File: config.mk
export PLATFORM = sky130hd
export DESIGN_NAME = uart_rx_os
export DESIGN_NICKNAME = d
export VERILOG_FILES = /design/src/rtl/uart_rx_os.sv
export SDC_FILE = /design/constraint.sdc
export NUM_CORES = 1
export LEC_CHECK = 0
export CAP_MARGIN = 10
export CORE_ASPECT_RATIO = 0.6
export CORE_MARGIN = 2
export CORE_UTILIZATION = 45
export CTS_BUF_LIST = sky130_fd_sc_hd__clkbuf_4 sky130_fd_sc_hd__clkbuf_8
export CTS_CLUSTER_SIZE = 24
export DETAILED_ROUTE_END_ITERATION = 12
export GPL_TIMING_DRIVEN = 0
export PLACE_DENSITY_LB_ADDON = 0.1
export SKIP_CTS_REPAIR_TIMING = 1
export SLEW_MARGIN = 20
export SYNTH_ARGS = -nofsm -noshare
export SYNTH_HDL_FRONTEND = slang
export SYNTH_SLANG_ARGS = --single-unit
File: constraint.sdc
create_clock -name clk -period 10.5 [get_ports clk]
set_input_delay 2.1 -clock clk [delete_from_list [all_inputs] [get_ports clk]]
set_output_delay 2.1 -clock clk [all_outputs]
set_load 0.05 [all_outputs]
File: src/rtl/uart_rx_os.sv
// uart_rx_os: oversampling UART receiver. Each bit is sampled OVS times,
// a 3-sample majority vote around mid-bit decides its value. The receiver
// rejects false starts, checks optional parity and 1/2 stop bits, and
// reports parity, framing and break status alongside each received word.
module uart_rx_os #(
  parameter int DATA_W = 8,
  parameter int OVS    = 16,
  parameter int DIV_W  = 12
) (
  input  logic              clk,
  input  logic              arst_n,
  input  logic              rst,
  input  logic              rx_en,
  input  logic              rx,
  input  logic [DIV_W-1:0]  baud_div,
  input  logic              parity_en,
  input  logic              parity_odd,
  input  logic              two_stop,
  output logic [DATA_W-1:0] data,
  output logic              valid,
  output logic              busy,
  output logic              parity_err,
  output logic              frame_err,
  output logic              break_det
);

  localparam int SC_W  = $clog2(OVS);
  localparam int IDX_W = $clog2(DATA_W);

  localparam logic [SC_W-1:0]  SC_V0    = SC_W'(OVS / 2 - 1);
  localparam logic [SC_W-1:0]  SC_V1    = SC_W'(OVS / 2);
  localparam logic [SC_W-1:0]  SC_V2    = SC_W'(OVS / 2 + 1);
  localparam logic [SC_W-1:0]  SC_LAST  = SC_W'(OVS - 1);
  localparam logic [IDX_W-1:0] IDX_LAST = IDX_W'(DATA_W - 1);

  typedef enum logic [2:0] {
    S_IDLE, S_START, S_DATA, S_PARITY, S_STOP1, S_STOP2, S_WAIT_HI
  } state_t;

  state_t             r_state, w_next;
  logic               r_rx_meta, r_rx_s;
  logic [DIV_W-1:0]   r_div, r_pre, w_div;
  logic               r_par_en, r_par_odd, r_two_stop;
  logic [SC_W-1:0]    r_sc;
  logic               r_s0, r_s1;
  logic [DATA_W-1:0]  r_shift;
  logic [IDX_W-1:0]   r_idx;
  logic               r_par_bit, r_perr_pend, r_ferr_pend;
  logic [DATA_W-1:0]  r_data;
  logic               r_valid, r_perr, r_ferr, r_brk;
  logic               w_tick, w_vote, w_vote_tick, w_bit_end, w_ferr_now, w_finish;

  // Two-flop synchroniser for the asynchronous line, preset to idle-high.
  // NOTE: sequential state uses non-blocking (<=) so every flop samples
  // pre-edge values, matching real hardware regardless of block order.
  always_ff @(posedge clk or negedge arst_n) begin
    if (!arst_n) begin
      r_rx_meta <= 1'b1;
      r_rx_s    <= 1'b1;
    end else if (rst) begin
      r_rx_meta <= 1'b1;
      r_rx_s    <= 1'b1;
    end else begin
      r_rx_meta <= rx;
      r_rx_s    <= r_rx_meta;
    end
  end

  // Frame configuration tracks the inputs only while idle, so mid-frame
  // changes take effect from the next frame.
  always_ff @(posedge clk or negedge arst_n) begin
    if (!arst_n) begin
      r_div      <= '0;
      r_par_en   <= 1'b0;
      r_par_odd  <= 1'b0;
      r_two_stop <= 1'b0;
    end else if (rst) begin
      r_div      <= '0;
      r_par_en   <= 1'b0;
      r_par_odd  <= 1'b0;
      r_two_stop <= 1'b0;
    end else if (r_state == S_IDLE) begin
      r_div      <= baud_div;
      r_par_en   <= parity_en;
      r_par_odd  <= parity_odd;
      r_two_stop <= two_stop;
    end
  end

  // Idle uses the live divisor; >= keeps the wrap safe if it shrinks.
  assign w_div  = (r_state == S_IDLE) ? baud_div : r_div;
  assign w_tick = rx_en && (r_pre >= w_div);

  // Prescaler: one oversample tick every baud_div+1 clocks while enabled.
  always_ff @(posedge clk or negedge arst_n) begin
    if (!arst_n)                      r_pre <= '0;
    else if (rst || !rx_en || w_tick) r_pre <= '0;
    else                              r_pre <= r_pre + DIV_W'(1);
  end

  // Sample counter: held at 0 while idle, so it starts at 0 in START.
  always_ff @(posedge clk or negedge arst_n) begin
    if (!arst_n)                        r_sc <= '0;
    else if (rst || r_state == S_IDLE)  r_sc <= '0;
    else if (w_tick)                    r_sc <= (r_sc == SC_LAST) ? '0 : r_sc + SC_W'(1);
  end

  // Capture the first two of the three mid-bit samples.
  always_ff @(posedge clk or negedge arst_n) begin
    if (!arst_n) begin
      r_s0 <= 1'b1;
      r_s1 <= 1'b1;
    end else if (rst) begin
      r_s0 <= 1'b1;
      r_s1 <= 1'b1;
    end else if (w_tick) begin
      if (r_sc == SC_V0) r_s0 <= r_rx_s;
      if (r_sc == SC_V1) r_s1 <= r_rx_s;
    end
  end

  assign w_vote      = (r_s0 & r_s1) | (r_s0 & r_rx_s) | (r_s1 & r_rx_s);
  assign w_vote_tick = w_tick && (r_sc == SC_V2);
  assign w_bit_end   = w_tick && (r_sc == SC_LAST);
  assign w_ferr_now  = r_ferr_pend | ~w_vote;

  // FSM state register.
  always_ff @(posedge clk or negedge arst_n) begin
    if (!arst_n)  r_state <= S_IDLE;
    else if (rst) r_state <= S_IDLE;
    else          r_state <= w_next;
  end

  // FSM next state; the frame finishes on the vote of the last stop bit.
  // NOTE: every always_comb output gets a default first so no path leaves
  // it unassigned, which would otherwise infer a latch.
  always_comb begin
    w_next   = r_state;
    w_finish = 1'b0;
    if (!rx_en) begin
      w_next = S_IDLE;
    end else begin
      case (r_state)
        S_IDLE:    if (w_tick && !r_rx_s) w_next = S_START;
        S_START: begin
          if (w_vote_tick && w_vote) w_next = S_IDLE;
          else if (w_bit_end)        w_next = S_DATA;
        end
        S_DATA:    if (w_bit_end && r_idx == IDX_LAST)
                     w_next = r_par_en ? S_PARITY : S_STOP1;
        S_PARITY:  if (w_bit_end) w_next = S_STOP1;
        S_STOP1: begin
          if (r_two_stop) begin
            if (w_bit_end) w_next = S_STOP2;
          end else if (w_vote_tick) begin
            w_finish = 1'b1;
            w_next   = w_ferr_now ? S_WAIT_HI : S_IDLE;
          end
        end
        S_STOP2: begin
          if (w_vote_tick) begin
            w_finish = 1'b1;
            w_next   = w_ferr_now ? S_WAIT_HI : S_IDLE;
          end
        end
        S_WAIT_HI: if (w_tick && r_rx_s) w_next = S_IDLE;
        default:   w_next = S_IDLE;
      endcase
    end
  end

  // Per-frame datapath: shift register, bit index and pending error status.
  always_ff @(posedge clk or negedge arst_n) begin
    if (!arst_n) begin
      r_shift     <= '0;
      r_idx       <= '0;
      r_par_bit   <= 1'b0;
      r_perr_pend <= 1'b0;
      r_ferr_pend <= 1'b0;
    end else if (rst || r_state == S_IDLE) begin
      r_shift     <= '0;
      r_idx       <= '0;
      r_par_bit   <= 1'b0;
      r_perr_pend <= 1'b0;
      r_ferr_pend <= 1'b0;
    end else begin
      if (r_state == S_DATA && w_vote_tick) r_shift <= {w_vote, r_shift[DATA_W-1:1]};
      if (r_state == S_DATA && w_bit_end)   r_idx   <= r_idx + IDX_W'(1);
      if (r_state == S_PARITY && w_vote_tick) begin
        r_par_bit   <= w_vote;
        r_perr_pend <= w_vote != (^r_shift ^ r_par_odd);
      end
      if ((r_state == S_STOP1 || r_state == S_STOP2) && w_vote_tick && !w_vote)
        r_ferr_pend <= 1'b1;
    end
  end

  // Output word and status, loaded together with the one-cycle valid pulse.
  always_ff @(posedge clk or negedge arst_n) begin
    if (!arst_n) begin
      r_data  <= '0;
      r_valid <= 1'b0;
      r_perr  <= 1'b0;
      r_ferr  <= 1'b0;
      r_brk   <= 1'b0;
    end else if (rst) begin
      r_data  <= '0;
      r_valid <= 1'b0;
      r_perr  <= 1'b0;
      r_ferr  <= 1'b0;
      r_brk   <= 1'b0;
    end else begin
      r_valid <= w_finish;
      if (w_finish) begin
        r_data <= r_shift;
        r_perr <= r_perr_pend;
        r_ferr <= w_ferr_now;
        r_brk  <= w_ferr_now && (r_shift == '0) && (!r_par_en || !r_par_bit);
      end
    end
  end

  assign data       = r_data;
  assign valid      = r_valid;
  assign busy       = (r_state != S_IDLE);
  assign parity_err = r_perr;
  assign frame_err  = r_ferr;
  assign break_det  = r_brk;

endmodule

==> results list, run 1 <==
- Status: finished clean
- For this block, wires on met1 add up to 3892 µm.
* Fraction of layout instances using a drive strength above 1: 0.08786
* Multi-input gate area in the final layout: 1673 µm²
- Combinational family with the most area after synthesis: simple AND/OR/NAND/NOR gates
- In this run the worst path has a maximum fanout of 10.
* Weighted congestion at the end of routability-driven global placement: 0.8889
- Post-DRT Antenna Nets: 0
- Skew-Pair Late Insertion Delay: 0.36 ns
* Post-synthesis sequential area ratio: 0.4726
* Final standard cell area without fillers: 4061 µm²
- The Yosys step of the flow raised 0 warnings.
* Min-Delay Path Class: flop to flop
- Clock Tree Buf Depth: 2
- 33 I/O pins were placed.
- The initial antenna violation count was 0.
- Total negative setup slack: 0 ns
- Number of inserted filler cells in the final layout: 670
- Number of flip-flops and latches in the synthesized netlist: 64
* Overflow left after global routing: 0
* Pleak: 0.001852 µW
- Of the available clock period, the critical path in the final layout requires 0.4958.
- Number of maximum-capacitance violations: 0
* Setup-violating endpoint count in the final report: 0
- Post-synthesis async set-or-reset flop share: 1.000
* Setup repair after global routing missed its margin: false
* CP Data Required Time: 8.40 ns
* Fmax: 0.1921 GHz
- Of the total synthesized cell area, the portion taken by XOR and XNOR cells is 0.04380.
- TritonCTS built the clock tree.
* Detailed-placement wirelength estimate: 5218 µm
* Worst-margin pin slew: 0.8494 ns
- After synthesis, the share of cell area in mux cells is 0.1031.
- Overall Global Routing Usage: 0.1970
* Number of buffers inserted by port buffering: 32
* Type of the worst setup path: flop to primary output
* DRC Markers: 0
- Power per unit of standard cell area: 120.8 nW/µm²
* Max-slew headroom at the worst pin: 0.4294
- The floorplan step defined a die boundary enclosing 8289 µm².
* Syn nets: 380
* Num Clock Sinks: 64
* Main flop type after synthesis: dfrtp_1
- Post-DR wirelength/cell: 14.42 µm
- Entering global routing, the biggest net connects 37 pins.
* Count of nets after finishing: 424
- The repair_antennas step left the layout with diodes totalling 0.
- The worst setup path is captured at a primary output.
* Worst setup skew after layout: 0.01327 ns
* First drt pass iteration count: 4
- Layout Area Growth over Synthesis: 19.47%
- The cell area that synthesis handed to floorplanning was 3400 µm².
- Violation count after the first detailed-routing iteration: 148
- The first global-routing pass estimated 12280 µm of wire.
* Synth Area in Adders: 0.08392
- Register cell area after layout: 1607 µm²
- The synthesized-area fraction occupied by ao, oa, aoi and oai cells is 0.08576.
* Routed wl met3: 454 µm
- The initial utilization of the core area, before any placement, comes to 0.4659.
- Root buffer cell: clkbuf_8
- The region available for standard cell placement spans 7297 µm².
* Cell area reported after detailed placement: 3867 µm²
- Total number of vias: 2520
- Vias in the first global route: 2401
- Across the VDD grid, the largest voltage drop is 79.88 µV.
- Chip Width: 116.2 µm
- Final Hold Violating Endpoints: 0
* Routed wire length on met2: 2681 µm
* Count of flip-flops with a built-in enable after synthesis: 0
- The die is 71.33 µm tall.
- Wires add up to 7080 µm.
- Number of CTS-inserted buffers: 9
- Arrival time of the worst setup path: 3.11 ns
* Row count: 24
* Uppermost routed layer: met4
* Simple-gate share of the synthesized area: 0.1756
- The worst setup path is launched from a flop.
* FF-to-FF setup slack: 5.70 ns
- Counting every instance in the synthesized netlist gives 338.
- The number of pins with negative max-slew slack in the final report was 0.
* Clock transition at the registers of the reported paths: 0.08 ns
* Clock period minus final worst setup slack: 5.206 ns
- The clock tree synthesis step divided the H-tree into 3 levels.
- Number of distinct library cell variants in the gate-level netlist after synthesis: 47
* Post-DR vias/cell: 5.132
- A synthesized cell averages 10.06 µm².
## cells in the mapped netlist, drive strengths merged, types with 2 or more instances
| library cell | number | area, µm² |
|---|---|---|
| o221a | 2 | 22.52 |
| or2 | 3 | 18.77 |
| o21ai | 8 | 40.04 |
| a21oi | 12 | 60.06 |
| nand3 | 9 | 45.04 |
| nor2 | 58 | 217.7 |
| clkbuf | 12 | 45.04 |
| a2111oi | 2 | 42.54 |
| xnor2 | 8 | 70.07 |
| or3b | 2 | 17.52 |
| nand2b | 6 | 37.54 |
| xor2 | 9 | 78.83 |
| ha | 22 | 275.3 |
| or4 | 3 | 22.52 |
| nor4 | 2 | 12.51 |
| o22ai | 2 | 12.51 |
| o21a | 2 | 15.01 |
| nor3 | 5 | 25.02 |
| dfrtp | 60 | 1501 |
| nand2 | 23 | 86.33 |
| nand4 | 2 | 12.51 |
| and3 | 6 | 37.54 |
| inv | 15 | 56.30 |
| nor2b | 8 | 50.05 |
| dfstp | 4 | 105.1 |
| mux2i | 35 | 350.3 |
| buf | 4 | 18.76 |
## critical path, stage by stage (launching register included)
cell and delay (ns):
dfrtp_1 0.36, clkbuf_1 0.20, nor3_1 0.74, inv_2 0.26, buf_1 0.38, clkdlybuf4s50_1 0.80
## cell families (layout without fill, tap and decap cells)
group / count (synthesis) / after routing
AOI/OAI and AO/OA: 39 / 39
xor gates and xnor gates: 17 / 17
adders and majority gates: 23 / 23
buffers and inverters: 31 / 80
DFF: 64 / 64
muxes: 35 / 35
and+or+nand+nor: 129 / 129
## stage by stage
stage | std cells | utilization | setup slack (ns) | hold WS [ns] | power [µW]
after floorplan | 338 | - | 6.031 | 0.4762 | 267.8
after global placement | 474 | 0.5276 | 5.158 | 0.5017 | 284.2
after detailed placement | 475 | 0.5300 | 5.140 | 0.5141 | 285.4
after CTS | 491 | 0.5566 | 5.241 | 0.5331 | 496.4
after global routing | 491 | 0.5566 | 5.091 | 0.5522 | 512.5
final | 491 | 0.5566 | 5.294 | 0.5239 | 490.5
## metal layers
| metal | GRT usage | up-vias |
|---|---|---|
| met1 | 0.3087 | 1202 |
| li1 | - | 1247 |
| met2 | 0.2482 | 66 |
| met5 | 0 | - |
| met3 | 0.08122 | 5 |
| met4 | 0.04762 | 0 |
## report_power, final
part | internal, µW | switching, µW
sequential | 250 | 1.99
combinational | 12.4 | 15.3
clock | 109 | 101
total | 372 | 118
## sequential cells by signal, indices dropped and copies added (netlist names), 3 cells and up
name,flops
r_div,12
r_state,3
r_sc,4
r_idx,3
r_pre,12
data,8
r_shift,8
## final timing paths
check                            from         to  depth (start not counted)
min in group asynchronous      arst_n  r_pre[11]                          1
hold reg to reg               data[4]    data[4]                          2
hold / removal                data[4]    data[4]                          2
setup / recovery           r_state[2]       busy                          5
max in group asynchronous      arst_n   r_div[1]                          2
setup reg to reg           r_state[2]  break_det                         14
## placed cells by master (no fill, tap or decap), types with 3 or more instances in the layout
cell	netlist	layout
dfrtp_1	60	60
nor2_1	58	58
mux2i_1	35	35
clkdlybuf4s50_1	0	31
nand2_1	23	23
ha_1	22	22
inv_1	14	14
clkbuf_1	12	12
a21oi_1	12	12
nand3_1	9	9
xor2_1	9	9
clkbuf_8	0	9
nor2b_1	8	8
xnor2_1	8	8
nand2b_1	6	6
and3_1	6	6
o21ai_0	6	6
nor3_1	5	5
dfstp_2	4	4
or4_1	3	3
buf_2	3	3
clkinv_2	0	3
## layout make-up
type / count / area share
plain buffers: 16 / 0.01571
clock buffers: 9 / 0.03050
clock inverters: 7 / 0.01725
inverters: 15 / 0.01386
multi-input cells: 243 / 0.4119
flip-flops and latches: 64 / 0.3956
well taps: 104 / 0.03204
repair buffers: 33 / 0.08318
No activity file was read; power rests on OpenSTA's default activity.
==> inputs of run 2 (changes only) <==
- clock period: 10.5 -> 5 ns (I/O delays scaled with it)
==> results list, run 2 (synthesized netlist as in run 1, its figures left out) <==
* Most frequent standard cell in the layout excluding fill and tap cells: dfrtp_1
* Overflow left after global routing: 0
- The startpoint identified for the worst register-to-register timing path is r_state[2].
- The min-delay analysis places its worst path in the category flop to flop.
* Arrival time of the worst setup path: 4.76 ns
- Grt met2 use: 0.2482
- Clock Tree Buf Depth: 2
- In this run the static leakage power is 0.001853 µW.
- Total number of vias: 2533
* Largest net degree at the start of global routing: 37
* Highest-count cells in the layout ignoring fill and taps: dfrtp_1 (60), nor2_1 (58), mux2i_1 (35)
- Before CTS, the worst setup slack after placement is 0.2120 ns.
- CP Data Required Time: 5.28 ns
* Post-DR vias/cell: 5.159
- Clock tree from TritonCTS: built
- Weighted congestion at the end of routability-driven global placement: 0.8889
- Number of CTS-inserted buffers: 9
* Path length in cells of the critical path: 14
- The sequential cells in the finished layout cover a total of 1607 µm².
- Clock transition at the registers of the reported paths: 0.08 ns
- First drt pass iteration count: 4
* Crit-path slowest cell: or4_1
* Number of buffers inserted by port buffering: 32
* Violation count after the first detailed-routing iteration: 142
* Row count: 24
* Fin crit share: 0.8953
* Worst setup skew after layout: 0.01340 ns
- FF-to-FF setup slack: 0.52 ns
* Overall Global Routing Usage: 0.1970
* Highest-utilization routing layer at the global route stage: met1
- The smallest clock period supported by the final layout is computed as 4.476 ns.
* Critical Path Max Stage Delay: 0.51 ns
- For this run, design rule violations remaining after detail routing come to 0.
* VDD IR-drop max: 167.8 µV
- The tree built by TritonCTS fans out to 64 sinks.
- Worst Path Max Fanout: 10
* Root buffer cell: clkbuf_8
* Max Slew Vio Count: 0
- Measured along the y axis, the die boundary spans 71.33 µm.
- Type of the worst setup path: flop to flop
- The floorplan step defined a die boundary enclosing 8289 µm².
* Category of cells accounting for the largest share of critical-path delay: simple AND/OR/NAND/NOR gates
* Routing usage on met3: 0.08122
* Skew-Pair Late Insertion Delay: 0.36 ns
* Met1 track demand over resource: 0.3087
- The die is 116.2 µm wide.
- Crit path buffers/inverters: 4
- Traced cell by cell, the critical path runs through clkbuf_1 > nor3_2 > inv_2 > buf_1 > mux2i_1 > ha_1 > nand4_1 > or2_1 > a2111oi_4 > o31ai_2 > or4_1 > buf_2 > a2111o_1 > a21oi_1.
* Total negative setup slack: 0 ns
- Final Hold Violating Endpoints: 0
* Power per unit of standard cell area: 253.3 nW/µm²
- Placeable core region: 7297 µm²
- Multi-input gate area in the final layout: 1678 µm²
- Counting the fill cells in the layout gives 669.
* Post-DR wirelength/cell: 14.49 µm
* Setup-violating endpoint count in the final report: 0
* Vias in the first global route: 2401
- Global-route wire length before repair: 12280 µm
- In this run the tightest slew margin relative to its limit is 0.5551.
* Fmax: 0.2234 GHz
- The number of antenna diodes in the final layout is 0.
- For the pin with the worst max-slew slack, the measured transition is 0.6674 ns.
- Fraction of layout instances using a drive strength above 1: 0.09044
* Final setup slack of the worst path: 0.5235 ns
- Number of placed I/O pins: 33
- The worst setup path is captured at a flop.
* Biggest registers after layout: r_div: 12 flops, r_pre: 12 flops
* Critical path launch point type: flop
- Detailed-placement wirelength estimate: 5218 µm
- Setup repair after global routing left no endpoint under its margin.
* Reg2Reg Depth: 14
* Crit Reg-Reg Endpoint: break_det
- The most critical setup path has its startpoint at r_state[2].
* Status: finished clean
- In this run the remaining antenna-violating nets after routing total 0.
- The initial antenna violation count came to 0.
- After the last flow step, the layout net total stands at 424.
- Worst setup path endpoint: break_det
* Layout Area Growth over Synthesis: 19.62%
- For this block, the routed nets add up to 7116 µm of wire.
* Number of H-tree branching levels: 3
- Number of maximum-capacitance violations: 0
- Initial core utilization: 0.4659
-- run 2: cell types whose count changed in the layout (fill, tap and decap cells not counted) --
cell,change
nor3_2,+1
nor3_1,-1
-- run 2: metrics by stage --
step | hold WS, ns | cell area (µm²) | total power, µW | utilization | std cells
after CTS | 0.5331 | 4061 | 1042 | 0.5566 | 491
after global routing | 0.5522 | 4066 | 1076 | 0.5573 | 491
after floorplan | 0.4762 | 3400 | 562.4 | - | 338
after global placement | 0.5017 | 3850 | 596.7 | 0.5276 | 474
final | 0.5239 | 4066 | 1030 | 0.5573 | 491
after detailed placement | 0.5141 | 3867 | 599.4 | 0.5300 | 475
-- run 2: tightest hold or removal path, cell delays in order, from the launching register on --
cell     delay (ns)
dfrtp_1        0.34
mux2i_1        0.07
nor2_1         0.08
-- run 2: layer usage --
metal / up-vias / routed length (µm) / share of wire
met5: - / 0 / 0
met4: 0 / 24 / 0.0034
li1: 1248 / - / -
met3: 2 / 545 / 0.077
met1: 1205 / 3844 / 0.54
met2: 78 / 2702 / 0.38
-- run 2: final cells by class --
type | count | area share
timing repair buffer | 33 | 0.08308
clock inverter | 7 | 0.01723
tap | 104 | 0.03200
multi-input combinational | 243 | 0.4126
buffer | 16 | 0.01569
clock buffer | 9 | 0.03046
sequential | 64 | 0.3951
inverter | 15 | 0.01385
-- run 2: how the worst min path moves through the flow --
stage	startpoint	end	slack, ns	cells past startpoint
after detailed placement	data[2]	data[2]	0.51	2
after floorplan	r_ferr_pend	r_ferr_pend	0.48	2
after CTS	r_ferr_pend	r_ferr_pend	0.53	2
after global routing	data[6]	data[6]	0.55	2
after global placement	data[2]	data[2]	0.50	2
final	data[4]	data[4]	0.52	2
-- run 2: where the power goes --
part | internal [µW] | switching (µW)
clock network | 230 | 212
registers | 526 | 4.13
logic | 26.0 | 32.4
total | 781 | 249
==> inputs of run 3 (changes only) <==
- GPL_TIMING_DRIVEN: 0 -> 1
==> results list, run 3 (synthesized netlist as in run 1, its figures left out) <==
- For this run the aggregate overflow at the end of global routing stands at 0.
- Critical path launch point type: flop
- The library cell used most frequently in the layout, excluding fill and tap cells, is dfrtp_1.
- Of the total power, the share spent switching nets is 0.2229.
* Max-slew headroom at the worst pin: 0.4951
- OpenSTA, run right after detailed placement, puts the worst setup slack at 0.7371 ns.
* Number of antenna violations at the first check in global routing: 0
- Internal power of the cells: 841.8 µW
- The analysis attributes to net switching a power of 241.4 µW.
* Chip Width: 116.2 µm
* Post-DR vias/cell: 5.218
- Clock tree synthesis selected as its root buffer the cell clkbuf_8.
- The congestion estimate from routability-driven global placement came to 0.8599.
* First drt pass iteration count: 4
- From synthesis to final layout, the design area changed by 18.59%.
- The critical path starts at r_state[1].
* Worst setup skew after layout: 0.007745 ns
- Buffers placed on the I/O ports in this run total 32.
- Non-filler cells, final: 478
- The floorplan step defined a die boundary enclosing 8289 µm².
* Logic pwr share: 0.052
- In the finished design, the share of the clock period the worst path needs comes to 0.8165.
* Violation count after the first detailed-routing iteration: 192
- CP Data Required Time: 5.27 ns
- The slowest stage of the critical path belongs to the cell or4_1.
- Count of nets after finishing: 411
- CTS saw 64 sinks.
- Setup repair after global routing missed its margin: false
- TritonCTS built the clock tree.
* Largest net degree at the start of global routing: 38
- Part of the power in registers: 0.490
- The final hold violation count was 0.
- Setup violations remaining at the end of the flow were counted as 0.
- Antenna diode count: 0
- Of all nets on the critical path, the largest fanout is 17.
- Biggest registers after layout: r_div: 12 flops, r_pre: 12 flops
* Global-route wire length before repair: 12430 µm
- Fraction of layout instances using a drive strength above 1: 0.09091
- Initial core utilization: 0.4659
- Chain of cells forming the critical path: nor3_1 > inv_2 > mux2i_1 > ha_1 > nand4_1 > or2_1 > a2111oi_4 > o31ai_2 > or4_1 > a2111o_1 > a21oi_1
- Row count: 24
- Critical Path Max Stage Delay: 0.88 ns
- The H-tree generated during clock tree synthesis spans 3 levels.
- Total number of vias: 2494
- The flow ran to the end, and the final reports show no timing, DRC or antenna violations.
* Highest-count cells in the layout ignoring fill and taps: dfrtp_1 (60), nor2_1 (58), mux2i_1 (35)
* Number of placed I/O pins: 33
* Worst-margin pin slew: 0.7550 ns
- Max Slew Vio Count: 0
* Skew-Pair Late Insertion Delay: 0.36 ns
- Detailed Route WL: 7252 µm
- The via count of the first global-routing pass is 2442.
- The worst setup path is of the flop to flop kind.
- The worst setup path is captured at a flop.
- Across every metal layer, demand over resource in global routing totals 0.2001.
- Clock Tree Buf Depth: 2
- Placed cell count: 462
* Fmax: 0.2449 GHz
- At the worst endpoint, the arrival time is 4.35 ns.
* Overall die height: 71.33 µm
* Final setup slack of the worst path: 0.9174 ns
* Number of maximum-capacitance violations: 0
- Cell area reported after detailed placement: 3811 µm²
- Clock-pin slew was measured on the worst setup and hold paths at 0.07 ns.
- The tightest min-delay check is of the flop to flop type.
- Clock tree synthesis inserted a total of 9 buffers.
* Clock period minus final worst setup slack: 4.083 ns
* Post-DRT Antenna Nets: 0
* Placeable core region: 7297 µm²
- After detailed routing, the average wire length per cell comes to 15.17 µm.
* Total negative setup slack: 0 ns
- Once layout is done, the placed cells without fillers occupy 4031 µm².
- VDD sags by at most 159.1 µV.
* DRC Markers: 0
* Worst hold start: frame_err
- The analysis attributes to cell leakage a power of 0.001850 µW.
* Power per unit of standard cell area: 268.7 nW/µm²
- Once detailed placement completed, the half-perimeter wirelength came to 4938 µm.
- The share of total power dissipated in the clock network is 0.457.
- In this run the critical register-to-register path is launched from r_state[1].
* Overall Power: 1083 µW
[run 3: worst paths after layout]
kind / to / slack [ns] / cells after the start
setup / recovery: break_det / 0.92 / 11
hold / removal: frame_err / 0.53 / 2
setup reg to reg: break_det / 0.92 / 11
hold reg to reg: frame_err / 0.53 / 2
max in group asynchronous: r_div[1] / 3.38 / 2
min in group asynchronous: r_div[9] / 0.69 / 1
[run 3: cell type report]
class                   count  area, µm²
inverters                  15      56.30
fillers                   654       3266
repair buffers             36      345.3
clock buffers              10      137.6
well taps                 104      130.1
multi-input cells         243       1673
clock inverters             6      82.58
flip-flops and latches     64       1607
[run 3: power groups by stage]
| stage | Combinational (µW) | Clock (µW) | Sequential [µW] |
|---|---|---|---|
| floorplan | 23.9 | 0 | 539 |
| global placement | 56.4 | 0 | 540 |
| detailed placement | 57.4 | 0 | 541 |
| CTS | 58.3 | 512 | 531 |
| global route | 64.6 | 535 | 532 |
| finish | 56.7 | 495 | 531 |
[run 3: metrics by stage]
stage / hold slack, ns / utilization
floorplan: 0.4762 / -
global placement: 0.5048 / 0.5223
detailed placement: 0.5150 / 0.5223
CTS: 0.5318 / 0.5525
global route: 0.5719 / 0.5525
finish: 0.5257 / 0.5525
[run 3: layer usage]
metal | up-vias | track usage | routed length (µm) | part of all wire
met5 | - | 0 | 0 | 0
met4 | 0 | 0.05952 | 114 | 0.016
met3 | 14 | 0.07953 | 539 | 0.074
met2 | 63 | 0.2690 | 2832 | 0.39
met1 | 1200 | 0.2959 | 3765 | 0.52
li1 | 1217 | - | - | -
[run 3: critical path: cells and delay by family, from the launching register on]
family	cells	cell delay, ns
AND/OR/NAND/NOR	4	1.64
AO/OA/AOI/OAI	4	0.99
flip-flops	1	0.53
adder cells (fa/ha/maj)	1	0.35
buffers and inverters	1	0.27
multiplexers	1	0.21
==> RTL edit 1, RTL diff (flow settings as in run 2) <==
The 7 states of `state_t` get a one-hot encoding in 7 bits.
--- a/src/rtl/uart_rx_os.sv
+++ b/src/rtl/uart_rx_os.sv
@@ -34,6 +34,6 @@
   localparam logic [IDX_W-1:0] IDX_LAST = IDX_W'(DATA_W - 1);
 
-  typedef enum logic [2:0] {
-    S_IDLE, S_START, S_DATA, S_PARITY, S_STOP1, S_STOP2, S_WAIT_HI
+  typedef enum logic [6:0] {
+    S_IDLE = 7'b0000001, S_START = 7'b0000010, S_DATA = 7'b0000100, S_PARITY = 7'b0001000, S_STOP1 = 7'b0010000, S_STOP2 = 7'b0100000, S_WAIT_HI = 7'b1000000
   } state_t;
 
Behaviour: no difference found for any inputs over 10 cycles, from zero or initial values and one cycle with arst_n low; not proved beyond that.
==> RTL edit 1 against run 2 <==
Area after synthesis increased by 8.7%. Clock skew decreased by 0.0061 ns. Final area increased by 7.0%. Die area increased by 8.3%. Global-route usage increased by 0.29 points. Sequential power increased by 6.0%. Setup slack improved by 0.42 ns. Routed wire length increased by 9.9%. Total power increased by 3.0%. Sequential cell count increased by 4. Largest cell class unchanged.
==> RTL edit 1: results (changes against run 2) <==
initial antenna violation count 0 (unchanged); largest cells by area after synthesis dfrtp_1 43%, mux2i_1 9.7%, ha_1 7.4% (was dfrtp_1 44%, mux2i_1 10%, ha_1 8.1%); Inserted Clock Buffers 9 (unchanged); origin of the critical flop-to-flop path r_state[1]$_DFFE_PN0P_ (was r_state[2]$_DFFE_PN0P_); dpl hpwl 5.814 mm (was 5.218 mm); leak pwr 0.001826 uW (was 0.001853 uW); DR WL met3 418 um (was 545 um); Skew-Pair Late Insertion Delay 0.35 ns; Setup crit end r_state[0]$_DFFE_PN1P_ (was break_det$_DFFE_PN0P_); clock slew at reported path FFs 0.07 ns; synth warn 0 (unchanged); outcome complete, no violations (unchanged); GRT Util Overall 19.99% (was 19.70%); CTS Buffer Depth 2 (unchanged); DRT met1 WL 4.155 mm (was 3.844 mm); worst path arrival time 4.34 ns (was 4.76 ns); met2 Resource Use GR 28.53% (was 24.82%); drt total wl 7.824 mm (was 7.116 mm); diode count 0 (unchanged); Nets 438 (was 424); number of DRC markers in iteration 0 139 (was 142); Tcrit/Tclk final 81.09% (was 89.53%); DR pass1 iterations 4 (unchanged); DR WL met2 3.157 mm (was 2.702 mm); r2r setup slk 0.95 ns (was 0.52 ns); most common library cells after synthesis 64 x nor2_1, 63 x dfrtp_1, 36 x mux2i_1 (was 60 x dfrtp_1, 58 x nor2_1, 35 x mux2i_1); vias per inst 5.232 (was 5.159); sequential fraction of the synthesis area 46.21% (was 47.26%); gp weighted congestion 0.8181 (was 0.8889); post-synthesis cell type count 57 (was 47); Final Skew 0.007283 ns (was 0.01340 ns); vias in the first global route 2670 (was 2401); Reg2Reg Depth 14 (unchanged); met1 track demand over resource 29.17% (was 30.87%); H-tree levels 3 (unchanged); MaxCap Viol Count 0 (unchanged); startpoint types register (unchanged); Fill cells 721 (was 669); critical path peak fanout 10 (unchanged); Worst Hold Class register to register (unchanged); M3 GR Usage 6.365% (was 8.122%); headroom to the max-slew limit 61.53% (was 55.51%); Post-Syn Nets 395 (was 380); Max Used Layer met4 (unchanged); number of port buffers 31 (was 32); biggest regs r_div x12, r_pre x12 (unchanged); layout cells sized above 1 11.72% (was 9.044%); peak supply drop 139.7 uV (was 167.8 uV); Place WS 1.024 ns (was 0.2120 ns); Synth async-reset ratio 100.0% (unchanged); clk root buf clkbuf_8 (unchanged); first-pass GRT wire length 13.57 mm (was 12.28 mm); largest net degree at the start of global routing 41 (was 37)
==> RTL edit 1: changes by cell type after synthesis, moves of 4 or more <==
cell	before	now
and3_1	6	10
clkbuf_1	12	6
nand2_1	23	14
nor2_1	58	64
or3_1	0	4
==> RTL edit 1: final cells by class <==
| type | instances | area share [%] |
|---|---|---|
| Multi-Input combinational cell | 257 | 42.61 |
| Sequential cell | 68 | 39.25 |
| Timing Repair Buffer | 32 | 7.533 |
| Clock buffer | 13 | 3.968 |
| Tap cell | 108 | 3.105 |
| Buffer | 12 | 1.696 |
| Inverter | 16 | 1.380 |
| Clock inverter | 3 | 0.4600 |
==> RTL edit 1: where the power goes <==
part	internal, uW	switching, uW	leakage, uW	total (uW)
logic	27.8	34.4	0.000815	62.2
registers	558	4.25	0.000916	562
clock network	225	210	0.0000951	436
total	811	249	0.00183	1060
==> RTL edit 1: worst max-delay path, cell delays in order (launching register included) <==
cell	delay, ns
dfrtp_1	0.44
nor4_1	0.43
nand3_1	0.21
buf_4	0.23
buf_2	0.23
mux2i_1	0.24
ha_1	0.28
and3_1	0.18
o21ai_0	0.35
a21boi_0	0.24
a31oi_4	0.28
o32ai_2	0.14
o21ai_2	0.37
nand2_1	0.14
a31o_1	0.22
==> RTL edit 1: cell families after synthesis <==
family | after synthesis | share of synthesized area [%]
and+or+nand+nor | 137 | 18.79
xor gates and xnor gates | 16 | 3.792
buffers and inverters | 28 | 3.622
muxes | 37 | 10.05
adders and majority gates | 23 | 7.718
DFF | 68 | 46.21
AOI/OAI and AO/OA | 44 | 9.818
==> RTL edit 1: worst min path at each step <==
stage                              startpoint                   to  slack (ns)  cells after the start
after floorplan            r_pre[0]$_DFF_PN0_   r_pre[0]$_DFF_PN0_        0.47                      1
after CTS                  r_pre[0]$_DFF_PN0_   r_pre[0]$_DFF_PN0_        0.52                      1
after global routing       r_pre[0]$_DFF_PN0_   r_pre[0]$_DFF_PN0_        0.55                      1
after detailed placement   r_pre[0]$_DFF_PN0_   r_pre[0]$_DFF_PN0_        0.50                      1
after global placement    data[6]$_DFFE_PN0P_  data[6]$_DFFE_PN0P_        0.50                      2
final                      r_pre[0]$_DFF_PN0_   r_pre[0]$_DFF_PN0_        0.52                      1
==> RTL edit 1: stage by stage <==
| step | area, um^2 | instances | hold WS, ns |
|---|---|---|---|
| 6_report | 4352 | 509 | 0.5201 |
| 5_1_grt | 4352 | 509 | 0.5472 |
| 4_1_cts | 4352 | 509 | 0.5174 |
| 3_5_place_dp | 4159 | 493 | 0.5039 |
| 3_3_place_gp | 4141 | 492 | 0.5047 |
| 2_1_floorplan | 3696 | 353 | 0.4687 |
==> RTL edit 2, RTL diff (flow settings as in run 2) <==
Without the edit above. Change the parameter `DATA_W` from 8 to 4.
--- a/src/rtl/uart_rx_os.sv
+++ b/src/rtl/uart_rx_os.sv
@@ -4,5 +4,5 @@
 // reports parity, framing and break status alongside each received word.
 module uart_rx_os #(
-  parameter int DATA_W = 8,
+  parameter int DATA_W = 4,
   parameter int OVS    = 16,
   parameter int DIV_W  = 12
Interface: changed (resized data); port bits go from 33 to 29. No check against the original RTL was run, so the function may have changed too.
==> RTL edit 2 against run 2 <==
Count of clock-buffer cells in the layout is 1 lower. Clock power is 37% lower. Area after synthesis is 12% lower. Combinational power is 7.0% lower. Sequential cell count is 9 lower. Setup slack better by 0.32 ns. Routed wire length is 12% lower. Maximum frequency is 7.7% higher. First-iteration DRC count is 28% lower. Total power is 24% lower. Final area is 14% lower. Critical endpoint is now r_s1$_DFFE_PN1P_. Highest routed layer unchanged.
==> RTL edit 2: results (changes against run 2) <==
layout cells sized above 1 8.182% (was 9.044%); RR Endpoint r_s1$_DFFE_PN1P_ (was break_det$_DFFE_PN0P_); largest net degree at the start of global routing 56 (was 37); first-pass GRT wire length 10.62 mm (was 12.28 mm); largest cells by area after synthesis dfrtp_1 43%, mux2i_1 8.7%, ha_1 7.9% (was dfrtp_1 44%, mux2i_1 10%, ha_1 8.1%); most common library cells after synthesis 52 x nor2_1, 51 x dfrtp_1, 26 x mux2i_1 (was 60 x dfrtp_1, 58 x nor2_1, 35 x mux2i_1); DRT met1 WL 3.523 mm (was 3.844 mm); vias in the first global route 2121 (was 2401); Inserted Clock Buffers 5 (was 9); fmax 240.7 MHz (was 223.4 MHz); Post-Syn Nets 333 (was 380); leak pwr 0.001467 uW (was 0.001853 uW); gp weighted congestion 0.8242 (was 0.8889); DP Cell Count 406 (was 475); DR WL met3 307 um (was 545 um); Endpoint, Worst Hold r_ferr_pend$_DFFE_PN0P_ (was data[4]$_DFFE_PN0P_); GRT Util Overall 19.14% (was 19.70%); slowest stage delay, CP 0.71 ns (was 0.51 ns); number of port buffers 28 (was 32); headroom to the max-slew limit 43.82% (was 55.51%); number of DRC markers in iteration 0 102 (was 142); Nets 368 (was 424); outcome complete, no violations (unchanged); peak supply drop 110.6 uV (was 167.8 uV); dpl hpwl 4.543 mm (was 5.218 mm); syn_area_per_cell 10.18 um^2 (was 10.06 um^2); via count 2174 (was 2533); Setup crit start r_state[1]$_DFFE_PN0P_ (was r_state[2]$_DFFE_PN0P_); sequential fraction of the synthesis area 46.13% (was 47.26%); drt total wl 6.240 mm (was 7.116 mm); Critical Path Slowest Stage Cell nor3_1 (was or4_1); H-tree levels 2 (was 3); DR WL met2 2.359 mm (was 2.702 mm); hold_ws 0.5028 ns (was 0.5239 ns); worst path arrival time 4.38 ns (was 4.76 ns); CP top delay family compound AO/OA/AOI/OAI gates (was simple AND/OR/NAND/NOR gates); Skew-Pair Late Insertion Delay 0.31 ns (was 0.36 ns); clock slew at reported path FFs 0.10 ns (was 0.08 ns)
==> RTL edit 2: changes by cell type in the layout (fill, tap and decap cells not counted), sizes merged, moves of 4 or more <==
cell,before,now
o21ai,8,3
clkdlybuf4s50,31,27
clkinv,4,0
dfrtp,60,51
clkbuf,21,14
nand2,23,13
a21oi,12,19
nor2,58,52
mux2i,35,26
==> RTL edit 2: final cells by class <==
type	instances	share of cell area, %
multi-input cells	213	43.24
plain buffers	12	1.582
well taps	84	3.019
flip-flops and latches	55	39.68
repair buffers	28	7.980
clock buffers	8	2.983
inverters	14	1.510
==> RTL edit 2: through the flow <==
stage	utilization, %	cell area [um^2]
floorplan	-	2994
global placement	53.85	3379
detailed placement	53.81	3377
CTS	55.46	3481
global route	55.46	3481
finish	55.46	3481
==> RTL edit 2: cell families after synthesis <==
kind of cell             synth area share (%)
flip-flops                              46.13
AND/OR/NAND/NOR                         19.10
AO/OA/AOI/OAI                           9.695
buffers and inverters                   3.594
XOR/XNOR                                4.388
adder cells (fa/ha/maj)                 8.399
multiplexers                            8.692
==> RTL edit 2: where the power goes <==
part / switching, uW / internal, uW / leakage, uW / total (uW)
sequential: 3.81 / 453 / 0.000738 / 457
combinational: 30.3 / 24.0 / 0.000675 / 54.3
clock: 144 / 132 / 0.0000549 / 277
==> RTL edit 2: routing by layer <==
metal	global-route usage, %	vias up
li1	-	1080
met1	29.99	1048
met2	26.79	40
met3	4.151	6
met4	4.272	0
met5	0	-
